[src/rtl/io_pad_pkg.sv]
// Shared types, reset values and counter-width helpers for the IO pad bank controller.
package io_pad_pkg;

    typedef enum logic [1:0] {
        IN       = 2'b00,
        TURN_OUT = 2'b01,
        OUT      = 2'b10,
        TURN_IN  = 2'b11
    } chan_state_t;

    localparam logic RST_PEN = 1'b1;
    localparam logic RST_UD  = 1'b0;
    localparam logic RST_DS  = 1'b0;

    // Turnaround counter only needs to reach TURN_CYC-1; keep at least one bit.
    function automatic int tcnt_w(input int turn_cyc);
        return (turn_cyc > 1) ? $clog2(turn_cyc) : 1;
    endfunction

    function automatic int fcnt_w(input int filt_cyc);
        return (filt_cyc > 0) ? $clog2(filt_cyc + 1) : 1;
    endfunction

endpackage

[src/rtl/io_pad_chan.sv]
// One pad channel: break-before-make direction FSM, pin control flops,
// two-flop readback synchroniser and consecutive-cycle glitch filter.
module io_pad_chan
    import io_pad_pkg::*;
#(
    parameter int TURN_CYC = 2,
    parameter int FILT_CYC = 4
) (
    input  logic clk,
    input  logic rstn,
    input  logic dir_req,
    input  logic dout,
    input  logic ds_cfg,
    input  logic pen_cfg,
    input  logic ud_cfg,
    input  logic pad_z,
    output logic pad_a,
    output logic pad_out_en,
    output logic pad_ds,
    output logic pad_pen,
    output logic pad_ud,
    output logic din,
    output logic rise,
    output logic fall,
    output logic dir_ack
);

    localparam int TW = tcnt_w(TURN_CYC);
    localparam int FW = fcnt_w(FILT_CYC);
    localparam logic [TW-1:0] T_LAST = (TURN_CYC > 0) ? TW'(TURN_CYC - 1) : '0;
    localparam logic [FW-1:0] F_LAST = (FILT_CYC > 0) ? FW'(FILT_CYC - 1) : '0;

    chan_state_t   state;
    chan_state_t   state_nxt;
    logic [TW-1:0] tcnt;
    logic [TW-1:0] tcnt_nxt;

    // NOTE: every variable gets a default before the case so no path leaves it unassigned (no latch).
    always_comb begin
        state_nxt = state;
        tcnt_nxt  = tcnt;
        unique case (state)
            IN: begin
                if (dir_req) begin
                    tcnt_nxt = '0;
                    if (TURN_CYC == 0) state_nxt = OUT;
                    else               state_nxt = TURN_OUT;
                end
            end
            TURN_OUT: begin
                if (!dir_req)            state_nxt = IN;
                else if (tcnt == T_LAST) state_nxt = OUT;
                else                     tcnt_nxt  = tcnt + 1'b1;
            end
            OUT: begin
                if (!dir_req) begin
                    tcnt_nxt = '0;
                    if (TURN_CYC == 0) state_nxt = IN;
                    else               state_nxt = TURN_IN;
                end
            end
            TURN_IN: begin
                // Release always runs to completion; dir_req is ignored here.
                if (tcnt == T_LAST) state_nxt = IN;
                else                tcnt_nxt  = tcnt + 1'b1;
            end
            default: state_nxt = IN;
        endcase
    end

    // NOTE: sequential state uses non-blocking assignments so all flops update from pre-edge values.
    always_ff @(posedge clk or negedge rstn) begin
        if (!rstn) begin
            state      <= IN;
            tcnt       <= '0;
            pad_out_en <= 1'b0;
            dir_ack    <= 1'b0;
            pad_a      <= 1'b0;
            pad_ds     <= RST_DS;
            pad_pen    <= RST_PEN;
            pad_ud     <= RST_UD;
        end else begin
            state      <= state_nxt;
            tcnt       <= tcnt_nxt;
            // OE and the pull are both keyed off next-state so the pull hands over in the same cycle.
            pad_out_en <= (state_nxt == OUT);
            dir_ack    <= (state_nxt == OUT);
            pad_pen    <= pen_cfg & (state_nxt != OUT);
            pad_a      <= dout;
            pad_ds     <= ds_cfg;
            pad_ud     <= ud_cfg;
        end
    end

    logic          s1;
    logic          s2;
    logic [FW-1:0] fcnt;

    always_ff @(posedge clk or negedge rstn) begin
        if (!rstn) begin
            s1   <= 1'b0;
            s2   <= 1'b0;
            fcnt <= '0;
            din  <= 1'b0;
            rise <= 1'b0;
            fall <= 1'b0;
        end else begin
            s1   <= pad_z;
            s2   <= s1;
            rise <= 1'b0;
            fall <= 1'b0;
            if (s2 == din) begin
                fcnt <= '0;
            end else if (fcnt == F_LAST) begin
                // With FILT_CYC=0 fcnt never leaves 0, so this degenerates to din <= s2.
                din  <= s2;
                fcnt <= '0;
                rise <= s2;
                fall <= ~s2;
            end else begin
                fcnt <= fcnt + 1'b1;
            end
        end
    end

endmodule

[src/rtl/io_pad_bank_ctrl.sv]
// N-channel IO pad bank controller: replicates one independent io_pad_chan per pad.
module io_pad_bank_ctrl
    import io_pad_pkg::*;
#(
    parameter int N_CH     = 8,
    parameter int TURN_CYC = 2,
    parameter int FILT_CYC = 4
) (
    input  logic            clk,
    input  logic            rstn,
    input  logic [N_CH-1:0] dir_req,
    input  logic [N_CH-1:0] dout,
    input  logic [N_CH-1:0] ds_cfg,
    input  logic [N_CH-1:0] pen_cfg,
    input  logic [N_CH-1:0] ud_cfg,
    output logic [N_CH-1:0] pad_a,
    output logic [N_CH-1:0] pad_out_en,
    output logic [N_CH-1:0] pad_ds,
    output logic [N_CH-1:0] pad_pen,
    output logic [N_CH-1:0] pad_ud,
    input  logic [N_CH-1:0] pad_z,
    output logic [N_CH-1:0] din,
    output logic [N_CH-1:0] rise,
    output logic [N_CH-1:0] fall,
    output logic [N_CH-1:0] dir_ack
);

    for (genvar i = 0; i < N_CH; i++) begin : g_ch
        io_pad_chan #(
            .TURN_CYC (TURN_CYC),
            .FILT_CYC (FILT_CYC)
        ) u_chan (
            .clk        (clk),
            .rstn       (rstn),
            .dir_req    (dir_req[i]),
            .dout       (dout[i]),
            .ds_cfg     (ds_cfg[i]),
            .pen_cfg    (pen_cfg[i]),
            .ud_cfg     (ud_cfg[i]),
            .pad_z      (pad_z[i]),
            .pad_a      (pad_a[i]),
            .pad_out_en (pad_out_en[i]),
            .pad_ds     (pad_ds[i]),
            .pad_pen    (pad_pen[i]),
            .pad_ud     (pad_ud[i]),
            .din        (din[i]),
            .rise       (rise[i]),
            .fall       (fall[i]),
            .dir_ack    (dir_ack[i])
        );
    end

endmodule

[config.mk]
export PLATFORM = sky130hd
export DESIGN_NAME = io_pad_bank_ctrl
export DESIGN_NICKNAME = d
export VERILOG_FILES = /design/src/rtl/io_pad_pkg.sv /design/src/rtl/io_pad_chan.sv /design/src/rtl/io_pad_bank_ctrl.sv
export SDC_FILE = /design/constraint.sdc
export NUM_CORES = 1
export LEC_CHECK = 0
export ABC_CLOCK_PERIOD_IN_PS = 1600
export CAP_MARGIN = 15
export CORE_ASPECT_RATIO = 1.75
export CORE_MARGIN = 4
export CORE_UTILIZATION = 49
export DETAILED_ROUTE_END_ITERATION = 6
export GPL_TIMING_DRIVEN = 0
export PLACE_DENSITY = 0.86
export SLEW_MARGIN = 40
export SYNTH_ARGS = -nofsm -noshare
export SYNTH_HDL_FRONTEND = slang
export SYNTH_SLANG_ARGS = --single-unit
[constraint.sdc]
create_clock -name clk -period 1.6 [get_ports clk]
set_input_delay 0.32 -clock clk [delete_from_list [all_inputs] [get_ports clk]]
set_output_delay 0.32 -clock clk [all_outputs]
set_load 0.01 [all_outputs]
Yosys cells after proc, flatten, opt, wreduce, memory -nomap -nowiden
Index checks and enable logic that the tools add are counted.

Register bits after elaboration: 128. Input port bits: 50. Output and inout port bits: 72.

Add/subtract/negate cells: 16. Eq/ne operators: 80. Multiplexer cells: 136. Bitwise operators: 24. Reduce and logical (&&, ||, !) cells: 24.

Operators with widths (count): 2-to-1 mux 2 bit (40); 2-to-1 mux 1 bit (64); inequality test 2 bit, second input constant (32); one-hot mux 2 bit (4 select lines) (8); == test 2 bit, second input constant (24); 2-to-1 mux 3 bit (16); one-hot mux 1 bit (4 select lines) (8); adder 3 x 1 -> 3 bit, second input constant (8); == test 3 x 2 -> 1 bit, second input constant (8); AND reduction 3 bit (8); == test 2 x 1 -> 1 bit, second input constant (8); logical NOT 2 bit (8); inverter 1 bit (16); AND reduction 2 bit (8); adder 1 bit, second input constant (8); bitwise AND 1 bit (8); == test 1 bit (8).

Longest topological paths before layout
Word-level depth: 5. Depth in mapped cells: 3. Depth with buffers taken out: 3.

Cells and area by module
A second synthesis with hierarchy kept.

Cell total of the unflattened synthesis: 295. Area, all modules: 4544.4 um^2.

Modules (own cells, without submodules): io_pad_chan at g_ch[0].u_chan ... (instances 7, cells an instance 37, area each 568.0 um^2); io_pad_chan at g_ch[5].u_chan (instances 1, cells an instance 36, area each 568.0 um^2).

Worst setup path before layout
No wires, ideal clock.

Path kind: register to register. Start point: register g_ch[3].u_chan.fcnt[0]. End point: register g_ch[3].u_chan.din. Library setup time: 0.125 ns. Arrival: 1.000 ns. Required time: 1.475 ns. Setup slack: 0.476 ns. Cell stages (with the launch flop): 4. Path buffers: 0. Clock period less this slack: 1.124 ns. Cell sequence: dfrtp_1 ha_1 nor2b_2 mux2_2.

Longest elaborated chain between the ends: 2.

RTL lines: start, declared (RTL line io_pad_chan.sv:97) `logic [FW-1:0] fcnt;`; start signal, assigned (RTL line io_pad_chan.sv:121) `fcnt <= fcnt + 1'b1;`; == test 3 x 2 -> 1 bit (RTL line io_pad_chan.sv:114) `end else if (fcnt == F_LAST) begin`; AND reduction 2 bit (no source line); end signal, assigned (RTL line io_pad_chan.sv:104) `din <= 1'b0;`; end signal, assigned (RTL line io_pad_chan.sv:116) `din <= s2;`; end, declared (RTL line io_pad_chan.sv:22) `output logic din,`.

No other way between the ends. A chain may end at the register's enable or synchronous reset.

Final worst setup path
Start point: register g_ch[1].u_chan.pad_pen. End point: output pad_pen[1].

RTL lines: start, declared (RTL line io_pad_chan.sv:20) `output logic pad_pen,`; start signal, assigned (RTL line io_pad_chan.sv:88) `pad_pen <= pen_cfg & (state_nxt != OUT);`; end, declared (RTL line io_pad_bank_ctrl.sv:19) `output logic [N_CH-1:0] pad_pen,`.

No word-level cell between the ends.

==> flow_summary.toml <==
[pwr]
combPwrFrac = 0.263
leakagePower_uw = 0.003613
pwr-share-clk = 0.337
p_int_uw = 8552
pwr-share-seq = 0.400
powerDensity_nw_per_um2 = 1663
ir_drop_mv = 1.156
p_switching_uw = 3053
p_sw_frac = 0.2631

[worst_hold_path]
hold_class = "reg2reg"

[floorplan]
start_util = 0.5038
coreArea_um2 = 9910
ioPinCount = 122
num_rows = 48
die_x_um = 84.30
die_h_um = 141.5
dieArea_um2 = 11930

[clock_network]
htree_levels = 4
cts_tree = "yes"
cts.clk_slew.worst_paths_ns = 0.05
cts_sinks = 128
root_buffer = "clkbuf_16"
cts_made_buffers = 17
clk_latency_ns = 0.40
ctsLongestPathBuffers = 2

[cells_and_area]
fin_nets = 562
num_antenna_cells = 0
area_growth_pct = 39.82
drive_above_1_share = 0.2733
final_common_cell = "dfrtp_1"
final_cell_mix = "120 x dfrtp_1, 81 x buf_4, 64 x dlygate4sd2_1, 48 x clkdlybuf4s50_1, 21 x nor3b_1"
fill_cells = 707
final_core_util = 0.7044
regArea_um2 = 3213
finalInstanceArea_um2 = 6980
multi_input_area_um2 = 1235

[place]
placed_area_um2 = 6392
pre_cts_slack_ns = 0.1341
io_buffers = 121
dpl.hpwl_mm = 6.933
gp_congestion = 0.7338

[sta]
fin_crit_sh = 0.9705
skew_ns = 0.005306
hold_ws_ns = 0.3426
clock.fmax_mhz = 644.0
finalSetupViolCount = 0
tightestPinTransition_ns = 0.4104
timing.final.ws_setup_ns = 0.04720
relSlewSlack = 0.7264
drv_slew = 0
grt_setup_unrepaired = "false"
hold_viol = 0
min_period_ns = 1.553

[routing]
drc = 0
num_vias = 3106
first_pass_iters = 4
wire_per_inst_um = 15.09
drt_iter0_drc = 91
ant_nets = 0
routed_via_density = 4.846
routed_wl_mm = 9.670

[global_route]
grt-ovfl-total = 0
grt_pass1_vias = 3392
grt_use_total = 0.1724
grt_pass1_wl_mm = 15.89
grt_max_degree = 76
antenna_found_initial = 0

[synth]
ys_types = 28
synth.net_count = 412
syn_inst = 354
synth_top_cell_area_share = 0.6015
synth-seq-area-share = 0.6436
synth.top_cells.by_area = "dfrtp_1 60%, buf_4 11%, dfstp_2 4.2%, and3b_1 3.2%, nor3b_1 3.2%"
avgSynthCellArea_um2 = 14.10
yosysWarnings = 0
ys_seq_elements = 128
yosysTopAreaCell = "dfrtp_1"
synth.cell_area_um2 = 4992

[critical_path]
crit_fanout = 1
endpoint_kind = "output port"
crit_type = "reg2out"
setup.worst_path.start_class = "flip-flop"
cp.required_ns = 1.28
cp.arrival_ns = 1.23

[outcome]
status = "finished clean"

[run]
max-cap-violations = 0
[cell type report]
type,instances,share of cell area
Buffer,72,0.07743
Clock buffer,26,0.07295
Clock inverter,5,0.01434
Inverter,1,0.0005377
Multi-Input combinational cell,153,0.1769
Sequential cell,128,0.4603
Tap cell,125,0.02241
Timing Repair Buffer,131,0.1751
[cell usage after synthesis]
library cell	n
nor3b_2	1
nand3b_1	6
nor2b_1	2
a21o_1	9
and4b_1	2
nor3_1	8
a21bo_1	3
and2_1	1
dfstp_2	8
dfrtp_1	120
xnor2_1	9
nor2b_2	8
nand2_1	14
a211oi_1	2
nor3b_1	21
buf_4	72
mux2_2	8
and3_1	6
or2_1	2
a221o_1	7
nor2_1	2
o2bb2ai_1	1
a21bo_2	3
and3b_1	18
inv_1	1
o211a_1	6
nand4b_1	6
ha_1	8
[sequential cells by signal, indices dropped and copies added (netlist names)]
name                    cells
g_ch.u_chan.s2              8
g_ch.u_chan.din             8
g_ch.u_chan.pad_pen         8
g_ch.u_chan.pad_ud          8
g_ch.u_chan.fall            8
g_ch.u_chan.pad_a           8
g_ch.u_chan.pad_out_en      8
g_ch.u_chan.rise            8
g_ch.u_chan.state          16
g_ch.u_chan.pad_ds          8
g_ch.u_chan.s1              8
g_ch.u_chan.fcnt           24
g_ch.u_chan.tcnt            8
[stage by stage]
| stage | setup TNS [ns] | std cells | power, uW |
|---|---|---|---|
| after floorplan | 0 | 354 | 6504 |
| after global placement | -550.11 | 600 | 7581 |
| after detailed placement | 0 | 601 | 7845 |
| after global routing | 0 | 641 | 12230 |
| final | 0 | 641 | 11610 |
| after CTS | 0 | 640 | 11730 |
[critical path, cell delays in order, from the launching register on]
cell and delay, ns:
dfstp_2 0.52, buf_4 0.09, clkdlybuf4s15_2 0.22
[power by group through the flow]
stage          clock (uW)  sequential, uW  combinational [uW]
2_1_floorplan           0            4560                1940
3_3_place_gp            0            4640                2940
3_5_place_dp            0            4730                3110
4_1_cts              3990            4640                3100
5_1_grt              4150            4750                3340
6_report             3910            4640                3060
[kinds of logic (layout without fill, tap and decap cells)]
logic type | after synthesis | in the layout | share of synthesized area
AO/OA/AOI/OAI | 31 | 31 | 0.05639
XOR/XNOR | 9 | 9 | 0.01579
adder cells (fa/ha/maj) | 8 | 8 | 0.02005
buffers and inverters | 73 | 235 | 0.1090
flip-flops | 128 | 128 | 0.6436
multiplexers | 8 | 8 | 0.01805
AND/OR/NAND/NOR | 97 | 97 | 0.1371
[layer usage]
| metal | up-vias | wire length, um | GRT usage |
|---|---|---|---|
| met1 | 1536 | 3145 | 0.1535 |
| met3 | 24 | 573 | 0.06450 |
| li1 | 1458 | - | - |
| met5 | - | 0 | 0 |
| met4 | 0 | 350 | 0.09153 |
| met2 | 88 | 5601 | 0.3260 |
[final timing paths]
path / start / to / slack [ns] / cells after the start
min reg2reg: g_ch[5].u_chan.s1 / g_ch[5].u_chan.s2 / 0.34 / 0
min: g_ch[5].u_chan.s1 / g_ch[5].u_chan.s2 / 0.34 / 0
max: g_ch[1].u_chan.pad_pen / pad_pen[1] / 0.05 / 2
max in group asynchronous: rstn / g_ch[7].u_chan.pad_a / 0.49 / 3
max reg2reg: g_ch[1].u_chan.fcnt[0] / g_ch[1].u_chan.din / 0.35 / 3
min in group asynchronous: rstn / g_ch[2].u_chan.pad_out_en / 0.43 / 2
[repair_timing]
action,4_1_cts,5_1_grt
buffers inserted,7,1
resized for setup,78,5
endpoints found under the hold margin,46,0
hold buffers,1,0
endpoints found under the setup margin,72,6
Note: power is estimated with default switching activity, not from simulation.
